## src/rtl/trng_health_pkg.sv

```systemverilog
// Shared types, default cutoffs and helpers for the TRNG online health tests.
package trng_health_pkg;

  typedef enum logic [1:0] {
    IDLE    = 2'd0,
    STARTUP = 2'd1,
    RUN     = 2'd2,
    ALARM   = 2'd3
  } state_e;

  localparam int unsigned RCT_WARN_DEF   = 10;
  localparam int unsigned RCT_FAIL_DEF   = 13;
  localparam int unsigned APT_CUTOFF_DEF = 589;

  // Increment val, saturating at the all-ones value of a width-bit counter.
  function automatic logic [31:0] sat_inc(input logic [31:0] val, input int unsigned width);
    logic [31:0] max_v;
    max_v = (width >= 32) ? '1 : ((32'd1 << width) - 32'd1);
    return (val >= max_v) ? max_v : val + 32'd1;
  endfunction

endpackage

```

## src/rtl/trng_health_monitor_apt.sv

```systemverilog
// Adaptive proportion test over non-overlapping windows of W_SIZE valid bits.
module trng_apt_window #(
  parameter int unsigned W_SIZE    = 1024,
  parameter int unsigned APT_CNT_W = $clog2(W_SIZE) + 1
) (
  input  logic                 clk_i,
  input  logic                 rst_ni,
  input  logic                 clr_i,
  input  logic                 valid_i,
  input  logic                 bit_i,
  input  logic [APT_CNT_W-1:0] cutoff_i,
  output logic                 win_end_o,
  output logic                 fail_o
);

  localparam int unsigned IDX_W = $clog2(W_SIZE);

  logic [IDX_W-1:0]     idx_q, idx_d;
  logic                 ref_q, ref_d;
  logic [APT_CNT_W-1:0] cnt_q, cnt_d, cnt_next;
  logic                 last;

  always_comb begin
    idx_d    = idx_q;
    ref_d    = ref_q;
    cnt_d    = cnt_q;
    cnt_next = cnt_q;
    last     = (idx_q == IDX_W'(W_SIZE - 1));
    // The first bit of a window becomes the reference and counts as its own match.
    if (idx_q == '0) begin
      cnt_next = APT_CNT_W'(1);
    end else if (bit_i == ref_q) begin
      cnt_next = cnt_q + APT_CNT_W'(1);
    end
    if (valid_i) begin
      idx_d = idx_q + IDX_W'(1);
      cnt_d = cnt_next;
      if (idx_q == '0) ref_d = bit_i;
    end
    win_end_o = valid_i && last && !clr_i;
    fail_o    = win_end_o && (cutoff_i != '0) && (cnt_next >= cutoff_i);
    if (clr_i) begin
      idx_d = '0;
      ref_d = 1'b0;
      cnt_d = '0;
    end
  end

  always_ff @(posedge clk_i or negedge rst_ni) begin
    if (!rst_ni) begin
      idx_q <= '0;
      ref_q <= 1'b0;
      cnt_q <= '0;
    end else begin
      idx_q <= idx_d;
      ref_q <= ref_d;
      cnt_q <= cnt_d;
    end
  end

endmodule

```

## src/rtl/trng_health_monitor.sv

```systemverilog
// TRNG online health monitor: repetition count test, adaptive proportion test,
// startup/run/alarm sequencing, sticky alarm and saturating event counters.
module trng_health_monitor
  import trng_health_pkg::*;
#(
  parameter int unsigned W_SIZE          = 1024,
  parameter int unsigned RCT_CNT_W       = 6,
  parameter int unsigned APT_CNT_W       = $clog2(W_SIZE) + 1,
  parameter int unsigned EVT_CNT_W       = 16,
  parameter int unsigned STARTUP_WINDOWS = 1
) (
  input  logic                 clk,
  input  logic                 rst_n,
  input  logic                 en,
  input  logic                 bit_valid,
  input  logic                 bit_in,
  input  logic [RCT_CNT_W-1:0] rct_warn_cutoff,
  input  logic [RCT_CNT_W-1:0] rct_fail_cutoff,
  input  logic [APT_CNT_W-1:0] apt_cutoff,
  input  logic                 clear_alarm,
  output logic                 rct_warn,
  output logic                 rct_fail,
  output logic                 apt_fail,
  output logic                 alarm,
  output logic                 startup_done,
  output logic [EVT_CNT_W-1:0] rct_fail_cnt,
  output logic [EVT_CNT_W-1:0] apt_fail_cnt
);

  localparam int unsigned SU_W = (STARTUP_WINDOWS > 1) ? $clog2(STARTUP_WINDOWS) : 1;

  state_e               state_q, state_d;
  logic                 from_run_q, from_run_d;
  logic [SU_W-1:0]      su_cnt_q, su_cnt_d;
  logic [RCT_CNT_W-1:0] run_len_q, run_len_d, new_len;
  logic                 prev_q, prev_d, have_q, have_d;
  logic                 rct_warn_q, rct_warn_d, rct_fail_q, rct_fail_d, apt_fail_q, apt_fail_d;
  logic                 alarm_q, alarm_d;
  logic [EVT_CNT_W-1:0] rct_cnt_q, rct_cnt_d, apt_cnt_q, apt_cnt_d;
  logic                 same, sat_hold, tst, fail_evt, apt_restart, apt_clr, win_end;

  assign fail_evt    = rct_fail_q || apt_fail_q;
  assign apt_restart = (state_q == ALARM) && clear_alarm && !fail_evt && !from_run_q;
  assign apt_clr     = !en || apt_restart;

  trng_apt_window #(
    .W_SIZE   (W_SIZE),
    .APT_CNT_W(APT_CNT_W)
  ) u_apt (
    .clk_i    (clk),
    .rst_ni   (rst_n),
    .clr_i    (apt_clr),
    .valid_i  (bit_valid),
    .bit_i    (bit_in),
    .cutoff_i (apt_cutoff),
    .win_end_o(win_end),
    .fail_o   (apt_fail_d)
  );

  // A saturated run holds its length, so it must not re-match a cutoff.
  always_comb begin
    tst       = en && bit_valid;
    same      = have_q && (bit_in == prev_q);
    sat_hold  = same && (run_len_q == '1);
    new_len   = same ? RCT_CNT_W'(sat_inc(32'(run_len_q), RCT_CNT_W)) : RCT_CNT_W'(1);
    rct_warn_d = tst && !sat_hold && (rct_warn_cutoff != '0) && (new_len == rct_warn_cutoff);
    rct_fail_d = tst && !sat_hold && (rct_fail_cutoff != '0) && (new_len == rct_fail_cutoff);
    run_len_d = run_len_q;
    prev_d    = prev_q;
    have_d    = have_q;
    if (!en) begin
      run_len_d = '0;
      prev_d    = 1'b0;
      have_d    = 1'b0;
    end else if (bit_valid) begin
      run_len_d = new_len;
      prev_d    = bit_in;
      have_d    = 1'b1;
    end
  end

  always_comb begin
    state_d    = state_q;
    from_run_d = from_run_q;
    su_cnt_d   = '0;
    unique case (state_q)
      IDLE:    state_d = STARTUP;
      STARTUP: begin
        su_cnt_d = su_cnt_q;
        if (fail_evt) begin
          state_d    = ALARM;
          from_run_d = 1'b0;
        end else if (win_end && !rct_fail_d && !apt_fail_d) begin
          if (su_cnt_q == SU_W'(STARTUP_WINDOWS - 1)) state_d = RUN;
          else su_cnt_d = su_cnt_q + SU_W'(1);
        end
      end
      RUN: begin
        if (fail_evt) begin
          state_d    = ALARM;
          from_run_d = 1'b1;
        end
      end
      ALARM: begin
        if (clear_alarm && !fail_evt) state_d = from_run_q ? RUN : STARTUP;
      end
      default: state_d = IDLE;
    endcase
    if (!en) state_d = IDLE;
  end

  // Clear happens first so a coincident fail leaves the alarm set and a count of one.
  always_comb begin
    alarm_d   = (alarm_q && !clear_alarm) || fail_evt;
    rct_cnt_d = clear_alarm ? '0 : rct_cnt_q;
    apt_cnt_d = clear_alarm ? '0 : apt_cnt_q;
    if (rct_fail_q) rct_cnt_d = EVT_CNT_W'(sat_inc(32'(rct_cnt_d), EVT_CNT_W));
    if (apt_fail_q) apt_cnt_d = EVT_CNT_W'(sat_inc(32'(apt_cnt_d), EVT_CNT_W));
  end

  always_ff @(posedge clk or negedge rst_n) begin
    if (!rst_n) begin
      state_q    <= IDLE;
      from_run_q <= 1'b0;
      su_cnt_q   <= '0;
      run_len_q  <= '0;
      prev_q     <= 1'b0;
      have_q     <= 1'b0;
      rct_warn_q <= 1'b0;
      rct_fail_q <= 1'b0;
      apt_fail_q <= 1'b0;
      alarm_q    <= 1'b0;
      rct_cnt_q  <= '0;
      apt_cnt_q  <= '0;
    end else begin
      state_q    <= state_d;
      from_run_q <= from_run_d;
      su_cnt_q   <= su_cnt_d;
      run_len_q  <= run_len_d;
      prev_q     <= prev_d;
      have_q     <= have_d;
      rct_warn_q <= rct_warn_d;
      rct_fail_q <= rct_fail_d;
      apt_fail_q <= apt_fail_d;
      alarm_q    <= alarm_d;
      rct_cnt_q  <= rct_cnt_d;
      apt_cnt_q  <= apt_cnt_d;
    end
  end

  assign rct_warn     = rct_warn_q;
  assign rct_fail     = rct_fail_q;
  assign apt_fail     = apt_fail_q;
  assign alarm        = alarm_q;
  assign startup_done = (state_q == RUN) || ((state_q == ALARM) && from_run_q);
  assign rct_fail_cnt = rct_cnt_q;
  assign apt_fail_cnt = apt_cnt_q;

endmodule

```

## config.mk

```make
export PLATFORM = sky130hd
export DESIGN_NAME = trng_health_monitor
export DESIGN_NICKNAME = d
export VERILOG_FILES = /design/src/rtl/trng_health_pkg.sv /design/src/rtl/trng_health_monitor_apt.sv /design/src/rtl/trng_health_monitor.sv
export SDC_FILE = /design/constraint.sdc
export NUM_CORES = 1
export LEC_CHECK = 0
export CAP_MARGIN = 0
export CORE_MARGIN = 2
export CORE_UTILIZATION = 40
export DETAILED_ROUTE_END_ITERATION = 8
export PLACE_DENSITY = 0.71
export SLEW_MARGIN = 20
export SYNTH_ARGS = -nofsm -noshare
export SYNTH_HDL_FRONTEND = slang
export SYNTH_SLANG_ARGS = --single-unit
```

## constraint.sdc

```tcl
create_clock -name clk -period 3.8 [get_ports clk]
set_input_delay 0.76 -clock clk [delete_from_list [all_inputs] [get_ports clk]]
set_output_delay 0.76 -clock clk [all_outputs]
set_load 0.02 [all_outputs]
```

# ---- After elaboration in Yosys (flattened, before gate mapping)
# Index checks and enable logic that the tools add are counted.
dict set report word_totals {
  register_bits 70
  ramBits 0
  latchBits 0
  n_memories 0
  romBits 0
  inputBits 29
}
dict set report op_classes {
  muxes 38
  n_eq_ne 18
  multipliers 0
  reduce_logical 44
  magnitude_cmp 4
  div 0
  bitwise_logic 0
  n_shift 0
  addsub 6
}
# op count
set op_table {}
lappend op_table {{16-bit 2-to-1 mux} 6}
lappend op_table {{11-bit 2-to-1 mux} 4}
lappend op_table {{16-bit by 1-bit adder with 16-bit output (second input constant)} 2}
lappend op_table {{16-bit greater-or-equal comparator (second input constant)} 2}
lappend op_table {{6-bit 2-to-1 mux} 4}
lappend op_table {{1-bit logical AND} 20}
lappend op_table {{10-bit 2-to-1 mux} 2}
lappend op_table {{2-bit 2-to-1 mux} 7}
lappend op_table {{1-bit 2-to-1 mux} 13}
lappend op_table {{6-bit equality test} 2}
lappend op_table {{6-bit nonzero test} 2}
lappend op_table {{11-bit by 1-bit adder with 11-bit output (second input constant)} 1}
lappend op_table {{11-bit greater-or-equal comparator} 1}
lappend op_table {{11-bit nonzero test} 1}
lappend op_table {{10-bit by 1-bit adder with 10-bit output (second input constant)} 1}
lappend op_table {{10-bit equality test (second input constant)} 1}
lappend op_table {{10-bit logical NOT} 1}
lappend op_table {{1-bit logical NOT} 8}
lappend op_table {{2-bit inequality test (second input constant)} 4}
lappend op_table {{4-bit inequality test (second input constant)} 2}
lappend op_table {{2-bit case mux with 4 select lines} 1}
lappend op_table {{6-bit by 1-bit adder with 6-bit output (second input constant)} 1}
lappend op_table {{6-bit equality test (second input constant)} 1}
lappend op_table {{6-bit greater-or-equal comparator (second input constant)} 1}
lappend op_table {{14 further kinds} 22}

# ---- Logic depth before layout (Yosys ltp)
# Gate-level depths: netlist (run 1).
dict set report depth {
  ltp_word 15
  depth_mapped 13
  depth_no_buf 11
}

# ---- Modules after synthesis
# A second synthesis (run 1) with hierarchy kept.
dict set report hier_totals {
  hier_cells 504
  hier_area_um2 4444.3
}
# mod n_inst cells_each area_per_inst_um2
set modules_own_cells {}
lappend modules_own_cells {trng_health_monitor 1 300 2793.9}
lappend modules_own_cells {trng_apt_window 1 204 1650.3}

# ---- Worst setup path before layout (run 1)
# No wires, ideal clock.
dict set report synth_timing {
  kind {input -> register}
  startpoint {input bit_in}
  endpoint {register state_q[0]}
  slack_ps 718
  n_path_buf 1
  path_stages 12
  required_ps 3662
  arrival_time_ps 2944
  cell_sequence {xnor2_1 -> clkbuf_1 -> nand3_1 -> nor3_1 -> xnor2_1 -> nor2_1 -> ha_1 -> a22oi_1 -> nand2_1 -> o31ai_1 -> a31o_2 -> o211ai_1}
}
dict set report synth_between {
  elab_chain_cells 12
}
# element line_no
set synth_lines {}
lappend synth_lines {{from (decl)} trng_health_monitor.sv:16} ;# input logic bit_in,
lappend synth_lines {{branches (longest 9 deep; another with 11-bit greater-or-equal comparator)} -}
lappend synth_lines {{1-bit logical AND (*)} trng_health_monitor.sv:93} ;# end else if (win_end && !rct_fail_d && !apt_fail_d) begin
lappend synth_lines {{4-bit inequality test (no line) (*)} -}
lappend synth_lines {{4-bit AND reduction (no line) (*)} -}
lappend synth_lines {{to (signal assigned)} trng_health_monitor.sv:136} ;# state_q <= state_d;
lappend synth_lines {{to (decl)} trng_health_monitor.sv:32} ;# state_e state_q, state_d;
# Every way passes the cells marked *.
# A chain may end at the register's enable or synchronous reset.

# ---- Worst setup path in the final report (run 1)
dict set report layout_timing {
  startpoint {input bit_in}
  endpoint {register state_q[1]}
}
# Same word-level chain as after synthesis.

==> flow_summary.toml, run 1 <==
[run_status]
status = "finished clean"

[power]
p_leak_uw = 0.00233
peakVddDrop_mv = 0.168
p_clk_share_pct = 38.1
power_per_cell_area_nw_per_um2 = 295
p_seq_share_pct = 48.6
sw_frac_of_total_pct = 26.6
pwr-share-comb_pct = 13.2
intPower_uw = 1170
p_sw_uw = 422

[synth]
synth-async-reset-ratio_pct = 100
synth_nets = 536
synthMostInstantiatedCell = "dfrtp_1"
synth.avg_cell_area_um2 = 8.87
synth-seq-cells = 69
synthCells = 490
synth_cell_types = 60
synth-seq-area-share_pct = 39.7
ys_top_cells_by_area = "dfrtp_1 40%, ha_1 4.9%, xor2_1 4.8%"
synth_flop_cell = "dfrtp_1"
yosysTopAreaCellShare_pct = 39.7
ys_warn_count = 0
yosys-top-cells-count = "69 x dfrtp_1, 51 x nor2_1, 40 x nand2_1"
synth_edf_count = 0
synthesis.area_um2 = 4350
yosysTopAreaCell = "dfrtp_1"

[detailed_routing]
routed_wl_um = 9780
num_vias = 3782
drc = 0
avgRoutedWirePerCell_um = 13.9
drtIter0Drc = 244
antenna_left = 0
dr.pass1.iters = 7
viasPerCell = 5.39

[placed_design]
portBuffers = 65
hpwl_um = 7200
gp_congestion = 0.911
dp_cells = 686
dp_slack_ns = 0.206

[sta]
rsz0062_at_grt = "no"
period_share_pct = 85.4
period_needed_ns = 3.24
fin_tns_setup_ns = 0
slew_viol_final = 0
hold_viol_final = 0
fmax_mhz = 308
hold_ws_ns = 0.507
setup_viol = 0
finalClockSkew_ns = 0.0119
tightest_slew_ns = 0.868
slew_headroom_pct = 42.2
fin_ws_ns = 0.556

[floorplanning]
chipHeight_um = 108
coreArea_um2 = 10700
io_pins = 66
row_count = 38
die-area_um2 = 11700
die_x_um = 108
start_util_pct = 40.6

[critical_path]
arrival_ns = 3.53
cp-end-kind = "register"
cp_num_cells = 12
crit_path_frequent_cell = "xnor2_1"
crit_path_start_kind = "primary input"
cpPeakStageDelay_ns = 0.44
cp_slowest_cell = "clkdlybuf4s50_1"
crit_buf_inv = 1
crit_chain = "clkdlybuf4s50_1 > xnor2_1 > nand3_1 > nor3_1 > xnor2_1 > nor2_1 > ha_1 > a22oi_1 > nand2_1 > o31ai_1 > a31o_2 > o211a_1"
rr_worst_depth = 10
cp_max_fo = 3
cp_data_required_time_ns = 4.08
worstSetupPathType = "primary input to register"
crit_family = "compound AO/OA/AOI/OAI gates"

[cts]
cts_buffers = 9
cts.repair.resized = 0
h-tree-depth = 3
tritoncts = "built"
cts_setup_buffers = 0
cts.sinks = 69
clock_latency_ns = 0.35
clk_pin_slew_ns = 0.08
clockBufferDepth = 2
cts_hold_buf = 0
root_buffer = "clkbuf_8"

[finish]
multi_input_area_um2 = 2460
synthToLayoutAreaGrowth_pct = 23.8
seqCellArea_um2 = 1730
fin_cells = 702
antenna_cells = 0
drive_above_1_share_pct = 6.23
final_nets = 603
postLayoutCoreUtil_pct = 50.3
fillers = 1001

[global_route]
antenna_found_initial = 0
grt_max_degree = 70
grt_use_total_pct = 17.4
grt_pass1_vias = 3505
grt_overflow = 0
grt_pass1_wl_um = 16300

[min_path]
holdPathStages = 1
hold_class = "register to register"

[flow_run]
cap_viol_max_count = 0
[cells in the final DEF, fill, tap and decap left out, drive strengths merged, types with 5 or more instances in the layout]
cell and n:
nand3 28, dfrtp 69, nand2 41, a31oi 7, clkdlybuf4s50 64, ha 17
nor2 51, nor2b 20, nand4 12, nand2b 5, o21ai 29, and3 13
inv 25, a21oi 13, xor2 24, xnor2 23, buf 10, clkbuf 11
nor3 15, mux2i 18, or3 5
[layout make-up]
cell class | count | area share [%]
clock buffers | 11 | 2.63
repair buffers | 74 | 13.5
flip-flops and latches | 69 | 32.1
multi-input cells | 379 | 45.8
well taps | 140 | 3.26
clock inverters | 5 | 1.09
inverters | 24 | 1.67
[per-layer routing]
layer,GRT usage [%],share of wire [%],routed length [um],vias up
li1,-,-,-,1868
met1,22.7,46,4510,1810
met2,28.5,48,4660,96
met3,4.82,5.3,517,8
met4,4.49,0.89,87,0
met5,0,0,0,-
[state kept, by name, summed over array words and instances (netlist names), 2 cells and up]
| register | cells |
|---|---|
| u_apt.cnt_q | 11 |
| u_apt.idx_q | 10 |
| run_len_q | 6 |
| apt_fail_cnt | 16 |
| rct_fail_cnt | 16 |
| state_q | 2 |
[logic make-up after synthesis]
family / synth area share, %
AO/OA/AOI/OAI: 12.5
XOR/XNOR: 9.65
adder cells (fa/ha/maj): 4.89
buffers and inverters: 3.80
flip-flops: 39.7
multiplexers: 4.41
AND/OR/NAND/NOR: 25.0
[worst paths after layout]
| check | startpoint | slack, ns | endpoint |
|---|---|---|---|
| setup / recovery | bit_in | 0.56 | state_q[1] |
| hold / removal | alarm | 0.51 | alarm |
| setup reg to reg | u_apt.idx_q[4] | 0.86 | state_q[1] |
| hold reg to reg | alarm | 0.51 | alarm |
| max in group asynchronous | rst_n | 2.62 | u_apt.idx_q[7] |
| min in group asynchronous | rst_n | 0.59 | rct_fail_cnt[5] |
[per-stage QoR]
step	cell area (um2)	total power [uW]
3_3_place_gp	5180	990
3_5_place_dp	5180	996
2_1_floorplan	4350	899
6_report	5380	1590
5_1_grt	5380	1670
4_1_cts	5380	1610
[power groups by stage]
stage | Sequential (uW) | Clock (uW) | Combinational (uW)
finish | 772 | 605 | 210
global route | 774 | 663 | 231
CTS | 772 | 625 | 212
detailed placement | 786 | 0 | 211
global placement | 784 | 0 | 206
floorplan | 781 | 0 | 119
(Power assumes the default switching activity.)
==> run 2, diff against run 1 <==
--- a/config.mk
+++ b/config.mk
@@ -6,10 +6,13 @@
 export NUM_CORES = 1
 export LEC_CHECK = 0
 export CAP_MARGIN = 0
+export CELL_PAD_IN_SITES_DETAIL_PLACEMENT = 1
+export CELL_PAD_IN_SITES_GLOBAL_PLACEMENT = 2
 export CORE_MARGIN = 2
-export CORE_UTILIZATION = 40
+export CORE_UTILIZATION = 33
+export CTS_CLUSTER_SIZE = 25
 export DETAILED_ROUTE_END_ITERATION = 8
-export PLACE_DENSITY = 0.71
+export PLACE_DENSITY = 0.89
 export SLEW_MARGIN = 20
 export SYNTH_ARGS = -nofsm -noshare
 export SYNTH_HDL_FRONTEND = slang
==> flow_summary.toml, run 2 (synthesis gave the netlist of run 1 again) <==
[detailed_routing]
drtIter0Drc = 199
avgRoutedWirePerCell_um = 16.0
routed_wl_um = 11800
dr.pass1.iters = 6
drc = 0
num_vias = 3857
antenna_left = 0
viasPerCell = 5.23

[run_status]
status = "finished clean"

[critical_path]
endpoint = "state_q[0]"
reg2reg_from = "u_apt.idx_q[4]"
rr_worst_depth = 11
cp-startpoint = "bit_in"
cp_max_fo = 10
r2r_slack_ns = 0.78
r2r-end = "state_q[0]"
cp_data_required_time_ns = 4.00
crit_path_start_kind = "primary input"
worstSetupPathType = "primary input to register"
arrival_ns = 3.51
cp-end-kind = "register"

[flow_run]
cap_viol_max_count = 0

[cts]
cts.repair.resized = 0
tritoncts = "built"
root_buffer = "clkbuf_16"
cts_hold_buf = 0
clockBufferDepth = 2
cts.sinks = 69
cts_buffers = 9
cts_setup_buffers = 0
clk_pin_slew_ns = 0.06
h-tree-depth = 3
clock_latency_ns = 0.34

[min_path]
hold_class = "primary input to async pin"

[finish]
synthToLayoutAreaGrowth_pct = 27.6
antenna_cells = 0
fillers = 1521
final_nets = 606
final_common_cell = "dfrtp_1"
finalInstanceArea_um2 = 5540
mostFrequentLayoutCells = "69 x dfrtp_1, 64 x clkdlybuf4s50_1, 51 x nor2_1"
drive_above_1_share_pct = 6.73

[placed_design]
dpl_cell_area_um2 = 5230
dp_slack_ns = 0.190
gp_congestion = 0.850
portBuffers = 65
hpwl_um = 8860

[sta]
finalClockSkew_ns = 0.00527
period_needed_ns = 3.31
fin_tns_setup_ns = 0
period_share_pct = 87.2
rsz0062_at_grt = "no"
slew_headroom_pct = 61.5
setup_viol = 0
hold_viol_final = 0
fin_ws_ns = 0.487
fmax_mhz = 302
hold_ws_ns = 0.409
tightest_slew_ns = 0.574
slew_viol_final = 0

[power]
power_per_cell_area_nw_per_um2 = 338
peakVddDrop_mv = 0.193
p_leak_uw = 0.00239

[global_route]
grt_max_degree = 43
met2_usage_pct = 29.8
met1_usage_pct = 22.9
grt-busiest-layer = "met2"
grt_pass1_wl_um = 20300
grtUsageMet3_pct = 3.81
grt_overflow = 0
antenna_found_initial = 0
grt_use_total_pct = 17.6
grt_pass1_vias = 4039

[floorplanning]
row_count = 41
io_pins = 66
chipHeight_um = 119
coreArea_um2 = 12700
start_util_pct = 34.2
die_x_um = 119
die-area_um2 = 14100
-- run 2: cell count changes in the layout (fill, tap and decap cells not counted), sizes merged --
cell | before | now
clkbuf | 11 | 13
clkinvlp | 2 | 1
buf | 10 | 13
inv | 25 | 24
-- run 2: metrics by stage --
stage               util [%]  total power (uW)  instances
global placement        41.1               995        721
finish                  43.6              1870        737
detailed placement      41.1              1010        721
CTS                     43.6              1900        737
global route            43.6              1960        737
floorplan                  -               899        490
-- run 2: final cells by class --
class                   instances  area [um2]  area share (%)
clock inverters                 3        42.5           0.767
well taps                     172         215            3.88
multi-input cells             379        2460            44.4
inverters                      24        90.1            1.62
repair buffers                 77         738            13.3
flip-flops and latches         69        1730            31.1
clock buffers                  13         270            4.87
-- run 2: routing by layer --
layer	vias up	wire length (um)
met5	-	0
met4	0	138
met3	12	396
met2	70	5610
met1	1911	5620
li1	1864	-
-- run 2: how the worst min path moves through the flow --
stage	from	end	slack, ns	cells past startpoint
2_1_floorplan	rst_n	alarm	0.46	0
3_3_place_gp	alarm	alarm	0.50	1
3_5_place_dp	alarm	alarm	0.50	1
4_1_cts	alarm	alarm	0.51	1
5_1_grt	rst_n	rct_fail_cnt[6]	0.46	1
6_report	rst_n	rct_fail_cnt[5]	0.41	1
-- run 2: where the power goes --
group / internal [uW] / switching [uW] / total [uW]
clock: 561 / 322 / 883
combinational: 93.8 / 123 / 216
sequential: 751 / 23.0 / 774
total: 1410 / 468 / 1870
-- run 2: worst max-delay path: stages --
cell             delay (ns)
clkdlybuf4s50_1        0.50
xnor2_1                0.16
buf_4                  0.21
nand3_1                0.14
or3_1                  0.38
a21oi_1                0.21
ha_1                   0.26
o21a_1                 0.10
o21ai_0                0.20
a32oi_1                0.09
o31ai_1                0.15
a31o_2                 0.26
o211ai_1               0.09
==> run 3, diff against run 2 <==
--- a/config.mk
+++ b/config.mk
@@ -8,12 +8,12 @@
 export CAP_MARGIN = 0
 export CELL_PAD_IN_SITES_DETAIL_PLACEMENT = 1
 export CELL_PAD_IN_SITES_GLOBAL_PLACEMENT = 2
-export CORE_MARGIN = 2
+export CORE_MARGIN = 5
 export CORE_UTILIZATION = 33
 export CTS_CLUSTER_SIZE = 25
 export DETAILED_ROUTE_END_ITERATION = 8
 export PLACE_DENSITY = 0.89
-export SLEW_MARGIN = 20
+export SLEW_MARGIN = 15
 export SYNTH_ARGS = -nofsm -noshare
 export SYNTH_HDL_FRONTEND = slang
 export SYNTH_SLANG_ARGS = --single-unit
==> flow_summary.toml, run 3 (synthesis gave the netlist of run 1 again) <==
[run_status]
status = "finished clean"

[placed_design]
dpl_cell_area_um2 = 5240
portBuffers = 65
gp_congestion = 0.834
hpwl_um = 8730

[detailed_routing]
viasPerCell = 5.15
antenna_left = 0
routed_wl_um = 11600
avgRoutedWirePerCell_um = 15.7
dr.pass1.iters = 4
drtIter0Drc = 220
drc = 0
num_vias = 3824

[cts]
cts_hold_buf = 0
h-tree-depth = 3
clock_latency_ns = 0.34
cts.sinks = 69
clockBufferDepth = 2
clk_pin_slew_ns = 0.05
tritoncts = "built"
cts.repair.resized = 0
cts_buffers = 9
root_buffer = "clkbuf_16"
cts_setup_buffers = 0

[finish]
antenna_cells = 0
fillers = 1525
final_nets = 607
drive_above_1_share_pct = 6.89
final_common_cell = "dfrtp_1"
finalInstanceArea_um2 = 5530
postLayoutCoreUtil_pct = 42.3
synthToLayoutAreaGrowth_pct = 27.4
mostFrequentLayoutCells = "69 x dfrtp_1, 64 x clkdlybuf4s50_1, 51 x nor2_1"

[critical_path]
crit_family = "compound AO/OA/AOI/OAI gates"
cp_max_fo = 3
worstSetupPathType = "primary input to register"
crit_path_frequent_cell = "xnor2_1"
cpPeakStageDelay_ns = 0.50
arrival_ns = 3.50
cp-end-kind = "register"
cp_data_required_time_ns = 4.00
crit_chain = "clkdlybuf4s50_1 > xnor2_1 > nand3_1 > nor3_1 > xnor2_1 > nor2_1 > ha_1 > a22oi_1 > nand2_1 > o31ai_1 > a31o_2 > o211ai_1"
cp_slowest_cell = "clkdlybuf4s50_1"
crit_buf_inv = 1
crit_path_start_kind = "primary input"

[power]
p_leak_uw = 0.00239
peakVddDrop_mv = 0.240
power_per_cell_area_nw_per_um2 = 327
p_total_uw = 1810

[sta]
slew_viol_final = 0
period_share_pct = 86.9
hold_viol_final = 0
tightest_slew_ns = 0.886
rsz0062_at_grt = "no"
setup_viol = 0
fin_tns_setup_ns = 0
period_needed_ns = 3.30
fmax_mhz = 303
slew_headroom_pct = 40.9
finalClockSkew_ns = 0.00774

[global_route]
grt_max_degree = 70
grt_overflow = 0
antenna_found_initial = 0
grt_pass1_vias = 4022
grt_pass1_wl_um = 20200
grt_use_total_pct = 15.4

[min_path]
hold_class = "register to register"

[floorplanning]
start_util_pct = 33.2
chipHeight_um = 125
coreArea_um2 = 13100
row_count = 42
die_x_um = 125
die-area_um2 = 15600
io_pins = 66

[flow_run]
cap_viol_max_count = 0
[run 3: cell types whose count changed in the layout (fill, tap and decap cells not counted), sizes merged]
cell,delta
clkbuf,-2
buf,+1
clkinv,+3
clkinvlp,-1
[run 3: final cells by class]
class / count / area, um2 / area share [%]
Clock inverter: 5 / 50.0 / 0.904
Multi-Input combinational cell: 379 / 2460 / 44.5
Clock buffer: 11 / 243 / 4.39
Tap cell: 176 / 220 / 3.98
Inverter: 24 / 90.1 / 1.63
Timing Repair Buffer: 78 / 743 / 13.4
Sequential cell: 69 / 1730 / 31.2
[run 3: where the power goes]
| part | total, uW | switching (uW) | internal (uW) |
|---|---|---|---|
| sequential | 774 | 22.3 | 752 |
| clock | 824 | 303 | 521 |
| combinational | 213 | 120 | 92.7 |
[run 3: metrics by stage]
stage / std cells / setup slack, ns / hold WS, ns
after detailed placement: 726 / 0.184 / 0.512
after global routing: 742 / 0.350 / 0.538
after CTS: 742 / 0.536 / 0.524
after floorplan: 490 / 0.718 / 0.464
after global placement: 726 / 0.278 / 0.511
final: 742 / 0.498 / 0.521
[run 3: per-layer routing]
layer	global-route usage, %	routed length, um
met1	20.1	5380
met4	5.54	189
met2	25.3	5680
met5	0	0
met3	3.26	392
[run 3: final timing paths]
path | from | endpoint | slack, ns | cells past startpoint
max reg2reg | u_apt.idx_q[4] | state_q[0] | 0.81 | 10
min reg2reg | alarm | alarm | 0.52 | 1
max in group asynchronous | rst_n | u_apt.cnt_q[9] | 2.59 | 2
min | alarm | alarm | 0.52 | 1
max | bit_in | state_q[0] | 0.50 | 12
min in group asynchronous | rst_n | rct_fail_cnt[3] | 0.64 | 2
==> patch 1 (config.mk and constraints of run 1) <==
The 4 states of `state_e` get a one-hot encoding in 4 bits.
--- a/src/rtl/trng_health_pkg.sv
+++ b/src/rtl/trng_health_pkg.sv
@@ -1,11 +1,11 @@
 // Shared types, default cutoffs and helpers for the TRNG online health tests.
 package trng_health_pkg;
 
-  typedef enum logic [1:0] {
-    IDLE    = 2'd0,
-    STARTUP = 2'd1,
-    RUN     = 2'd2,
-    ALARM   = 2'd3
+  typedef enum logic [3:0] {
+    IDLE    = 4'b0001,
+    STARTUP = 4'b0010,
+    RUN     = 4'b0100,
+    ALARM   = 4'b1000
   } state_e;
 
   localparam int unsigned RCT_WARN_DEF   = 10;
Formal check against the unedited RTL: no difference found for any inputs over 10 cycles, from zero or initial values and one cycle with rst_n low; not proved beyond that.
==> patch 1 against run 1 <==
Sequential power rose by 5.3%; synthesized cell count rose by 4.1%; clock power grew 28%; total power rose by 14%; worst setup slack lost 0.18 ns; cell area grew 4.8%; final cell count is 2.3% higher; sequential cell count grew 2; wire length up 6.8%; synthesized area rose by 4.8%; critical path depth increased by 1; register-to-register slack got worse by 0.16 ns; non-clock buffer count down 1; critical endpoint unchanged.
==> patch 1: results (changes against run 1) <==
[sta]
slew_headroom = 0.411  ; -0.0110
hold_ws_ns = 0.543  ; +0.0361 ns

[drt]
drt_iter0_markers = 234  ; -4.1%
vias = 3923  ; +3.7%
avgRoutedWirePerCell_um = 14.5  ; +4.5%
dr.pass1.iters = 5  ; -2

[status]
status = complete, no violations

[cells_and_area]
multi_input_gates = 392  ; +3.4%
final_layout_size_suffix_gt1_frac = 0.0727  ; +0.0104
nonClkBufAreaFrac = 0.127  ; -0.00750
multi_input_area_um2 = 2590  ; +5.3%
ff_latch_area_um2 = 1780  ; +3.0%
inv_count = 26  ; +8.3%

[setup_path]
worstReg2RegStart = u_apt.idx_q[5]$_DFFE_PN0P_
r2r_setup_slack_ns = 0.70  ; -0.16 ns

[logic_synthesis]
synth_nets = 556  ; +3.7%
synth-seq-area-share = 0.390  ; -0.00686
synth_area_leaders = dfrtp_1 38%, xor2_1 4.8%, ha_1 4.7%
ys_seq_elements = 71  ; +2.9%

[global_routing]
grt_pass1_wl_um = 17800  ; +9.6%
first_global_vias = 3839  ; +9.5%
grt_max_degree = 39  ; -44%

[clock_network]
clock_latency_ns = 0.33  ; -0.02 ns
clkTransAtPathRegs_ns = 0.06  ; -0.02 ns
cts-root-buf = clkbuf_16

[place]
place.gp.congestion = 0.873  ; -4.2%
dp_hpwl_um = 7620  ; +5.9%

[worst_hold_path]
hold-path-cell-count = 2  ; +1

[power_and_ir_drop]
ir_worst_vdd_mv = 0.236  ; +40%

patch 1: changes by cell type after synthesis, sizes merged, moves of 3 or more:
cell / change
nand2b: +4
or3: -3
nor2: -4
nand3: +5
mux2i: -3
buf: +4
a31oi: -3
a21oi: +4
and3: -3
nor4: +7
patch 1: cells by family after synthesis:
family	share of synthesized area
compound gates	0.128
buf+inv	0.0404
xor+xnor	0.0923
fa+ha+maj	0.0467
flops	0.390
simple gates	0.261
mux	0.0404
patch 1: per-layer routing:
metal,routed length (um),share of wire,global-route usage
met1,4820,0.46,0.225
met4,133,0.013,0.0400
met3,461,0.044,0.0377
met5,0,0,0
met2,5030,0.48,0.295
patch 1: through the flow:
| stage | utilization | area, um2 | cells | total power, uW | setup slack [ns] |
|---|---|---|---|---|---|
| 2_1_floorplan | - | 4550 | 510 | 956 | 0.645 |
| 3_3_place_gp | 0.488 | 5360 | 702 | 1040 | 0.211 |
| 3_5_place_dp | 0.488 | 5360 | 702 | 1050 | 0.0826 |
| 4_1_cts | 0.513 | 5640 | 718 | 1830 | 0.419 |
| 5_1_grt | 0.513 | 5640 | 718 | 1890 | 0.190 |
| 6_report | 0.513 | 5640 | 718 | 1810 | 0.378 |
patch 1: worst max-delay path, stage by stage:
cell,delay (ns)
clkdlybuf4s50_1,0.43
xnor2_1,0.22
nand3_1,0.16
nor3_1,0.32
xnor2_1,0.16
nor2_1,0.06
ha_1,0.32
a22o_1,0.23
nor4_1,0.15
o21ai_0,0.13
o221ai_1,0.28
a21oi_1,0.13
a211o_1,0.28
patch 1: report_power, final:
group          internal (uW)  switching, uW  leakage, uW  total [uW]
registers                778           34.5     0.000976         813
clock network            458            314     0.000132         772
logic                   98.4            126      0.00133         225
==> patch 2 (flow settings as in run 1) <==
Without the edit above. `RCT_CNT_W`: 6 -> 8.
--- a/src/rtl/trng_health_monitor.sv
+++ b/src/rtl/trng_health_monitor.sv
@@ -4,7 +4,7 @@
   import trng_health_pkg::*;
 #(
   parameter int unsigned W_SIZE          = 1024,
-  parameter int unsigned RCT_CNT_W       = 6,
+  parameter int unsigned RCT_CNT_W       = 8,
   parameter int unsigned APT_CNT_W       = $clog2(W_SIZE) + 1,
   parameter int unsigned EVT_CNT_W       = 16,
   parameter int unsigned STARTUP_WINDOWS = 1
Interface: changed (resized rct_fail_cutoff and rct_warn_cutoff); port bits go from 66 to 70. The function was not compared with the original's and may differ.
==> patch 2 against run 1 <==
The flow now finishes with violations (design-rule violations); critical path depth is 1 lower; fmax fell by 1.3%; cell area is 10% higher; worst setup slack got worse by 0.044 ns; first-iteration DRC count increased by 39%; wire length increased by 19%; non-clock buffer count is 5 higher; hold slack improved by 0.042 ns; sequential cell count rose by 2; synthesized area rose by 9.7%; sequential share of layout area decreased by 2.1 points; utilization is 1.1 points higher; total power rose by 17%; largest power group is now clock.
==> patch 2: results (changes against run 1) <==
[status]
status = finished, violations left
failed_checks = design-rule violations

[worst_hold_path]
hold-path-cell-count = 2  ; +1

[logic_synthesis]
synthAdderAreaFrac = 0.0446  ; -0.00433
synth_nets = 576  ; +7.5%
synthTopCellsByCount = 71 x dfrtp_1, 45 x nand2_1, 45 x nor2_1
synth-seq-area-share = 0.373  ; -0.0246
synthMuxAreaShare = 0.0475  ; +0.00345
synth_area_leaders = dfrtp_1 37%, xor2_1 4.6%, ha_1 4.5%
yosys.cell_types.count = 71  ; +18%

[cells_and_area]
fillerInstances = 1054  ; +5.3%

[global_routing]
grt_pass1_wl_um = 19800  ; +22%
grt_max_degree = 72  ; +2.9%
grt_use_total = 0.189  ; +0.0153

[drt]
dr.pass1.iters = 9  ; +2
drt_iter0_markers = 339  ; +39%
via_per_inst = 5.59  ; +3.8%
drc_errors = 9  ; +9

[setup_path]
crit_fanout = 5  ; +2

[clock_network]
cts-root-buf = clkbuf_16
clkTransAtPathRegs_ns = 0.06  ; -0.02 ns

[place]
dp_cells = 728  ; +6.1%
placed_cell_area_um2 = 5600  ; +8.2%
port_buffers = 69  ; +6.2%
dp_hpwl_um = 8540  ; +19%

[sta]
worst_pin_slew_ns = 0.906  ; +0.0386 ns

[patch 2: changes by cell type in the layout (fill, tap and decap cells not counted), sizes merged, moves of 4 or more]
cell / change
mux2: +4
clkdlybuf4s50: +4
nand2: +4
a21oi: +11
nand4: +4
nor2: -4
o21ai: +8
nor4: +5
[patch 2: cell type report]
type | instances | area (um2) | area share
well taps | 143 | 179 | 0.0302
inverters | 23 | 86.3 | 0.0146
flip-flops and latches | 71 | 1780 | 0.300
clock buffers | 12 | 246 | 0.0417
clock inverters | 3 | 67.6 | 0.0114
repair buffers | 79 | 761 | 0.129
multi-input cells | 412 | 2800 | 0.473
[patch 2: per-stage QoR]
step                      total power [uW]  worst slack (ns)
after floorplan                        885             0.843
after global placement                 967             0.287
after detailed placement               970             0.213
after CTS                             1880             0.529
after global routing                  1930             0.351
final                                 1860             0.512
[patch 2: report_power, final]
part,leakage (uW),internal (uW),switching [uW]
sequential,0.000983,764,11.6
clock,0.000149,589,310
combinational,0.00136,78.6,103
[patch 2: tightest hold or removal path: stages (launching register included)]
cell	delay [ns]
dfrtp_1	0.39
inv_1	0.06
o21ai_0	0.06
[patch 2: logic make-up (layout without fill, tap and decap cells)]
group,Yosys count,count (layout)
multiplexers,22,22
XOR/XNOR,49,49
adder cells (fa/ha/maj),17,17
AND/OR/NAND/NOR,222,222
AO/OA/AOI/OAI,102,102
buffers and inverters,43,117
flip-flops,71,71
[patch 2: routing by layer]
metal  wire length, um  up-vias  track usage  share of wire
met5                 0        -            0              0
met4               172        0       0.0634          0.015
met3               676       18       0.0407          0.058
met2              5530      129        0.307           0.47
met1              5270     1998        0.252           0.45
li1                  -     2008            -              -
